`src/rtl/mdu_sequencer.sv`:
```
// mdu_sequencer: iterative multiply/divide unit for the E stage.
// Runs a shift-add multiplier (MUL/UMULL/SMULL) or a restoring divider
// (UDIV) one bit per cycle. It holds the pipeline stalled while it runs.
// Optional feature macro: MDU_EARLY_OUT_EN. When defined, a multiply leaves
// BUSY as soon as the remaining multiplier bits are all zero.
module mdu_sequencer #(
  parameter int unsigned WIDTH = 32
) (
  input  logic             clk,
  input  logic             reset,
  input  logic             StartE,
  input  logic [1:0]       OpE,
  input  logic [WIDTH-1:0] SrcAE,
  input  logic [WIDTH-1:0] SrcBE,
  input  logic             Abort,
  output logic             MdustallE,
  output logic             ResultValid,
  output logic [WIDTH-1:0] ResultLo,
  output logic [WIDTH-1:0] ResultHi,
  output logic             WrHiValid,
  output logic             DivZero,
  output logic             Busy
);

  localparam int unsigned CW = $clog2(WIDTH + 1);

  typedef enum logic [1:0] {IDLE, BUSY, FIX, DONE} state_t;
  typedef enum logic [1:0] {
    OP_MUL   = 2'b00,
    OP_UMULL = 2'b01,
    OP_SMULL = 2'b10,
    OP_UDIV  = 2'b11
  } op_t;

  state_t           state, state_d;
  op_t              op, op_d;
  logic             sign, sign_d;
  logic             dz, dz_d;
  logic [CW-1:0]    cnt, cnt_d;
  // The multiplicand register doubles as the divisor register.
  logic [WIDTH-1:0] mcand, mcand_d;
  logic [WIDTH-1:0] mplr, mplr_d;
  // Divide keeps the remainder in the upper half and the dividend/quotient
  // in the lower half, so the final split matches the product layout.
  logic [2*WIDTH-1:0] acc, acc_d;
  logic [WIDTH-1:0] res_lo, res_hi;

  logic [WIDTH-1:0]   mag_a, mag_b;
  logic [WIDTH-1:0]   addend;
  logic [WIDTH:0]     add_hi;
  logic [2*WIDTH:0]   mul_wide;
  logic [2*WIDTH:0]   mul_shift1;
  logic [2*WIDTH:0]   mul_early;
  logic               early;
  logic [WIDTH:0]     shifted;
  logic [WIDTH+1:0]   diff;
  logic               borrow;
  logic [WIDTH-1:0]   rem_next;
  logic [2*WIDTH-1:0] div_next;

  // Single-step datapath for multiply and divide.
  always_comb begin
    mag_a      = SrcAE[WIDTH-1] ? -SrcAE : SrcAE;
    mag_b      = SrcBE[WIDTH-1] ? -SrcBE : SrcBE;
    addend     = mplr[0] ? mcand : '0;
    add_hi     = {1'b0, acc[2*WIDTH-1:WIDTH]} + {1'b0, addend};
    mul_wide   = {add_hi, acc[WIDTH-1:0]};
    mul_shift1 = mul_wide >> 1;
    mul_early  = mul_wide >> cnt;
`ifdef MDU_EARLY_OUT_EN
    early      = (op != OP_UDIV) && (mplr[WIDTH-1:1] == '0);
`else
    early      = 1'b0;
`endif
    shifted    = {acc[2*WIDTH-1:WIDTH], acc[WIDTH-1]};
    diff       = {1'b0, shifted} - {2'b00, mcand};
    borrow     = diff[WIDTH+1];
    rem_next   = borrow ? shifted[WIDTH-1:0] : diff[WIDTH-1:0];
    div_next   = {rem_next, acc[WIDTH-2:0], ~borrow};
  end

  // Next-state and next-datapath logic; Abort overrides everything.
  always_comb begin
    state_d = state;
    op_d    = op;
    sign_d  = sign;
    dz_d    = dz;
    cnt_d   = cnt;
    mcand_d = mcand;
    mplr_d  = mplr;
    acc_d   = acc;
    case (state)
      IDLE: begin
        if (StartE && !Abort) begin
          op_d    = op_t'(OpE);
          cnt_d   = CW'(WIDTH);
          acc_d   = '0;
          sign_d  = 1'b0;
          dz_d    = 1'b0;
          mcand_d = SrcAE;
          mplr_d  = SrcBE;
          state_d = BUSY;
          case (op_t'(OpE))
            OP_SMULL: begin
              sign_d  = SrcAE[WIDTH-1] ^ SrcBE[WIDTH-1];
              mcand_d = mag_a;
              mplr_d  = mag_b;
            end
            OP_UDIV: begin
              mcand_d = SrcBE;
              mplr_d  = '0;
              acc_d   = {{WIDTH{1'b0}}, SrcAE};
              if (SrcBE == '0) begin
                dz_d    = 1'b1;
                acc_d   = {SrcAE, {WIDTH{1'b0}}};
                state_d = DONE;
              end
            end
            default: ;
          endcase
        end
      end
      BUSY: begin
        cnt_d = cnt - CW'(1);
        if (op == OP_UDIV) begin
          acc_d = div_next;
        end else if (early) begin
          acc_d  = mul_early[2*WIDTH-1:0];
          mplr_d = '0;
        end else begin
          acc_d  = mul_shift1[2*WIDTH-1:0];
          mplr_d = mplr >> 1;
        end
        if (cnt == CW'(1) || early)
          state_d = (op == OP_SMULL && sign) ? FIX : DONE;
      end
      FIX: begin
        acc_d   = -acc;
        state_d = DONE;
      end
      DONE: state_d = IDLE;
      default: state_d = IDLE;
    endcase
    if (Abort) state_d = IDLE;
  end

  // State, datapath and result registers; results load on entry to DONE.
  always_ff @(posedge clk or negedge reset) begin
    if (!reset) begin
      state  <= IDLE;
      op     <= OP_MUL;
      sign   <= 1'b0;
      dz     <= 1'b0;
      cnt    <= '0;
      mcand  <= '0;
      mplr   <= '0;
      acc    <= '0;
      res_lo <= '0;
      res_hi <= '0;
    end else begin
      state <= state_d;
      op    <= op_d;
      sign  <= sign_d;
      dz    <= dz_d;
      cnt   <= cnt_d;
      mcand <= mcand_d;
      mplr  <= mplr_d;
      acc   <= acc_d;
      if (state_d == DONE && state != DONE) begin
        res_lo <= acc_d[WIDTH-1:0];
        res_hi <= acc_d[2*WIDTH-1:WIDTH];
      end
    end
  end

  // Output decode; reset is folded into the stall so it drops immediately.
  always_comb begin
    MdustallE   = reset && !Abort &&
                  (((state == IDLE) && StartE) || state == BUSY || state == FIX);
    ResultValid = (state == DONE) && !Abort;
    WrHiValid   = ResultValid && (op == OP_UMULL || op == OP_SMULL);
    DivZero     = ResultValid && dz;
    Busy        = (state != IDLE);
    ResultLo    = res_lo;
    ResultHi    = res_hi;
  end

endmodule

```
`config.mk`:
```
export PLATFORM = sky130hd
export DESIGN_NAME = mdu_sequencer
export DESIGN_NICKNAME = d
export VERILOG_FILES = /design/src/rtl/mdu_sequencer.sv
export SDC_FILE = /design/constraint.sdc
export NUM_CORES = 1
export LEC_CHECK = 0
export ABC_AREA = 1
export BUFFER_PORTS_ARGS = -buffer_cell sky130_fd_sc_hd__buf_2
export CAP_MARGIN = 20
export CELL_PAD_IN_SITES_DETAIL_PLACEMENT = 0
export CELL_PAD_IN_SITES_GLOBAL_PLACEMENT = 2
export CORE_UTILIZATION = 25
export CTS_CLUSTER_DIAMETER = 50
export DETAILED_ROUTE_END_ITERATION = 8
export PLACE_DENSITY = 0.71
export REMOVE_ABC_BUFFERS = 1
export SETUP_SLACK_MARGIN = 0.1
export SKIP_CTS_REPAIR_TIMING = 1
export SLEW_MARGIN = 20
export SYNTH_ARGS = -nofsm -noshare
export SYNTH_HDL_FRONTEND = slang
export SYNTH_SLANG_ARGS = --single-unit
```
`constraint.sdc`:
```
create_clock -name clk -period 3.4 [get_ports clk]
set_input_delay 0.34 -clock clk [delete_from_list [all_inputs] [get_ports clk]]
set_output_delay 0.34 -clock clk [all_outputs]
set_load 0.1 [all_outputs]
```
==> results.yml <==
global_route:
  grt-ovfl-total: 0
  grt_start_max_net_pins: 134
  initial_antenna_violation_count: 1
  groute.usage.overall: 0.259
  grt_pass1_vias: 22218
  grt_first_pass_wirelength_mm: 151
timing:
  worst-slew-pin-transition_ps: 883
  largest_clock_skew_in_the_final_design_ps: 22.4
  finalSetupViolations: 0
  final.min_clock_period_ps: 3060
  timing_max_transition_violations_final: 0
  rsz0062_at_grt: "false"
  worst_slew_margin_rel: 0.411
  fin_setup_tns_ps: 0
  report.final.hold_viol_count: 0
  max_freq_ghz: 0.327
  finalWorstSetupSlack_ps: 339
  final_worst_path_period_share: 0.900
synthesis:
  postSynth.topFlopCell: "sky130_fd_sc_hd__dfrtp_1"
  yosysUniqueCellTypes: 55
  synth_commonest_cells: "sky130_fd_sc_hd__nand2_1 (1,016), sky130_fd_sc_hd__inv_1 (515), sky130_fd_sc_hd__nor2_1 (336), sky130_fd_sc_hd__nand3_1 (320), sky130_fd_sc_hd__dfrtp_1 (204)"
  synth.yosys.seq_area_share: 0.261
  post_synth_design_cell_area_um2: 19500
  synth_enable_flop_cells: 0
  ys_top_cells_by_area: "sky130_fd_sc_hd__dfrtp_1 (26%), sky130_fd_sc_hd__nand2_1 (20%), sky130_fd_sc_hd__inv_1 (9.9%)"
  yosys.area.top_type_share: 0.261
  synthesis.yosys.warnings: 0
  count_of_state_elements_after_synthesis: 204
  synth_most_common_cell: "sky130_fd_sc_hd__nand2_1"
  syn_area_per_cell_um2: 5.92
  synthCells: 3300
  synth.largest_area_cell: "sky130_fd_sc_hd__dfrtp_1"
  asyncSetResetFlopFracSynth: 1.00
clocking:
  clock_transition_at_the_registers_of_the_reported_paths_ps: 60
  cts_buffer_depth: 3
  cts_inserted_buffers: 38
  root_buffer: "sky130_fd_sc_hd__clkbuf_16"
  tritoncts_clock_tree: "built"
  clkLatencyLatePin_ps: 560
  cts-htree-levels: 2
  cts_num_sinks: 204
worst_setup_path:
  path_class: "flip-flop to flip-flop"
  worstPathArrival_ps: 3490
  critical_path.endpoint_type: "flip-flop"
  crit_path_start_kind: "flip-flop"
  critical_path.max_fanout: 11
  worst-endpoint-required_ps: 3830
pwr:
  ir_worst_vdd_mv: 0.346
  power_density_nw_per_um2: 787
  p_leak_nw: 12.2
  design_power_total_w: 0.0183
floorplan:
  die_x_um: 282
  rows: 102
  dieHeight_um: 282
  core_um2: 77300
  die_area_um2: 79300
  start_util: 0.253
  design.portCount: 139
drt:
  total_number_of_vias: 22671
  routedWlPerCell_um: 22.7
  drt_iter0_drc: 1858
  drc: 0
  drt-vias-per-instance: 4.99
  drt_pre_antenna_iters: 6
  routed_wirelength_mm: 103
  route.antenna.remaining_nets: 0
cells_and_area:
  fillerInstances: 9013
  final_net_count: 3613
  antenna-diode-count: 0
  areaGrowthSynthToFinish_pct: 18.8
  finish.instance_area_um2: 23200
  final-seq-area_um2: 5100
  drive_gt1_frac: 0.100
  multi_input_gate_area_in_the_final_layout_um2: 12000
  utilization: 0.300
worst_hold_path:
  worst_hold_path_type: "input pin to flip-flop"
placed_design:
  dpl_worst_slack_ps: 118
  io_buffer_count: 138
  place_area_um2: 21900
  place.detailed.hpwl_mm: 83.0
  finalWeightedCongestion: 0.952
run_status:
  run_status: "complete, no violations"
run:
  maxCapViolCount: 0
==> worst paths after layout <==
| path | end | startpoint | slack [ps] | cells after the start |
|---|---|---|---|---|
| min in group asynchronous | acc[8]$_DFF_PN0_ | reset | 190 | 2 |
| worst min register to register | ResultHi[0]$_DFFE_PN0P_ | ResultHi[0]$_DFFE_PN0P_ | 470 | 2 |
| worst max-delay path | ResultHi[10]$_DFFE_PN0P_ | acc[38]$_DFF_PN0_ | 340 | 17 |
| worst min-delay path | state[1]$_DFF_PN0_ | Abort | 40 | 2 |
| worst max register to register | ResultHi[10]$_DFFE_PN0P_ | acc[38]$_DFF_PN0_ | 340 | 17 |
| max in group asynchronous | ResultHi[9]$_DFFE_PN0P_ | reset | 2110 | 3 |
==> power by group <==
part	internal, W	switching, W	total (W)	leakage (nW)
Clock	0.00240	0.00154	0.00394	0.626
Sequential	0.00304	0.000858	0.00389	2.59
Combinational	0.00290	0.00753	0.0104	8.96
Total	0.00834	0.00992	0.0183	12.2
==> kinds of logic (layout without fill, tap and decap cells) <==
logic type	Yosys count	count (layout)	share of synthesized area
and+or+nand+nor	1825	1825	0.392
buffers and inverters	636	835	0.126
AOI/OAI and AO/OA	519	519	0.153
DFF	204	204	0.261
adders and majority gates	73	73	0.0475
xor gates and xnor gates	41	41	0.0184
muxes	2	2	0.00102
==> per-layer routing <==
metal,up-vias,share of wire,track usage
met5,-,0,0
met4,0,0.035,0.0853
met3,141,0.057,0.0314
met2,734,0.46,0.426
met1,10796,0.45,0.351
li1,11000,-,-
==> cell type report <==
class                      instances  area share
multi-input combinational       2460       0.518
clock inverter                    26      0.0125
tap                             1040      0.0561
clock buffer                      43      0.0431
inverter                         526      0.0851
timing repair buffer             240      0.0658
sequential                       204       0.220
==> state kept, by name, indices dropped and copies added, names as in the netlist <==
signal and cells:
acc 64, ResultHi 32, ResultLo 32, mcand 32
mplr 32, cnt 6, op 2, state 2
dz 1, sign 1
==> critical path, cell delays in order (launching register included) <==
cell and delay, ps:
sky130_fd_sc_hd__dfrtp_1 500, sky130_fd_sc_hd__ha_2 440, sky130_fd_sc_hd__nand2_1 110, sky130_fd_sc_hd__nor2_2 200
sky130_fd_sc_hd__nand3_1 120, sky130_fd_sc_hd__nand3_1 190, sky130_fd_sc_hd__nand2_1 80, sky130_fd_sc_hd__nand2_1 140
sky130_fd_sc_hd__nand2_1 110, sky130_fd_sc_hd__nand2_1 90, sky130_fd_sc_hd__nand2_1 110, sky130_fd_sc_hd__inv_2 150
sky130_fd_sc_hd__buf_4 230, sky130_fd_sc_hd__nand2_1 100, sky130_fd_sc_hd__nand3b_1 90, sky130_fd_sc_hd__nand3_1 130
sky130_fd_sc_hd__nand2_1 90, sky130_fd_sc_hd__nand2_1 50
==> per-stage QoR <==
stage,hold WS (ps),std cells
floorplan,44.4,3190
global placement,165,4469
detailed placement,167,4469
CTS,-434,4538
global route,28.1,4539
finish,41.5,4539
==> cell usage in the layout, fill, tap and decap left out, drive strengths merged, types with 3 or more instances in the layout <==
master / instances
nand2: 1017
inv: 532
nor2: 344
nand3: 322
buf: 239
o21ai: 209
dfrtp: 204
a21oi: 174
ha: 71
nand4: 49
clkbuf: 43
nor3: 41
xor2: 25
nand3b: 24
a22oi: 24
a32oi: 18
xnor2: 16
a211oi: 15
a221oi: 15
clkinv: 14
o21bai: 12
a31oi: 12
or2: 11
a21boi: 9
o211ai: 7
nor4: 7
o2111ai: 6
o31ai: 5
and3: 4
and2: 4
a21o: 3
clkinvlp: 3
bufinv: 3
Power figures use the tool's default switching activity.
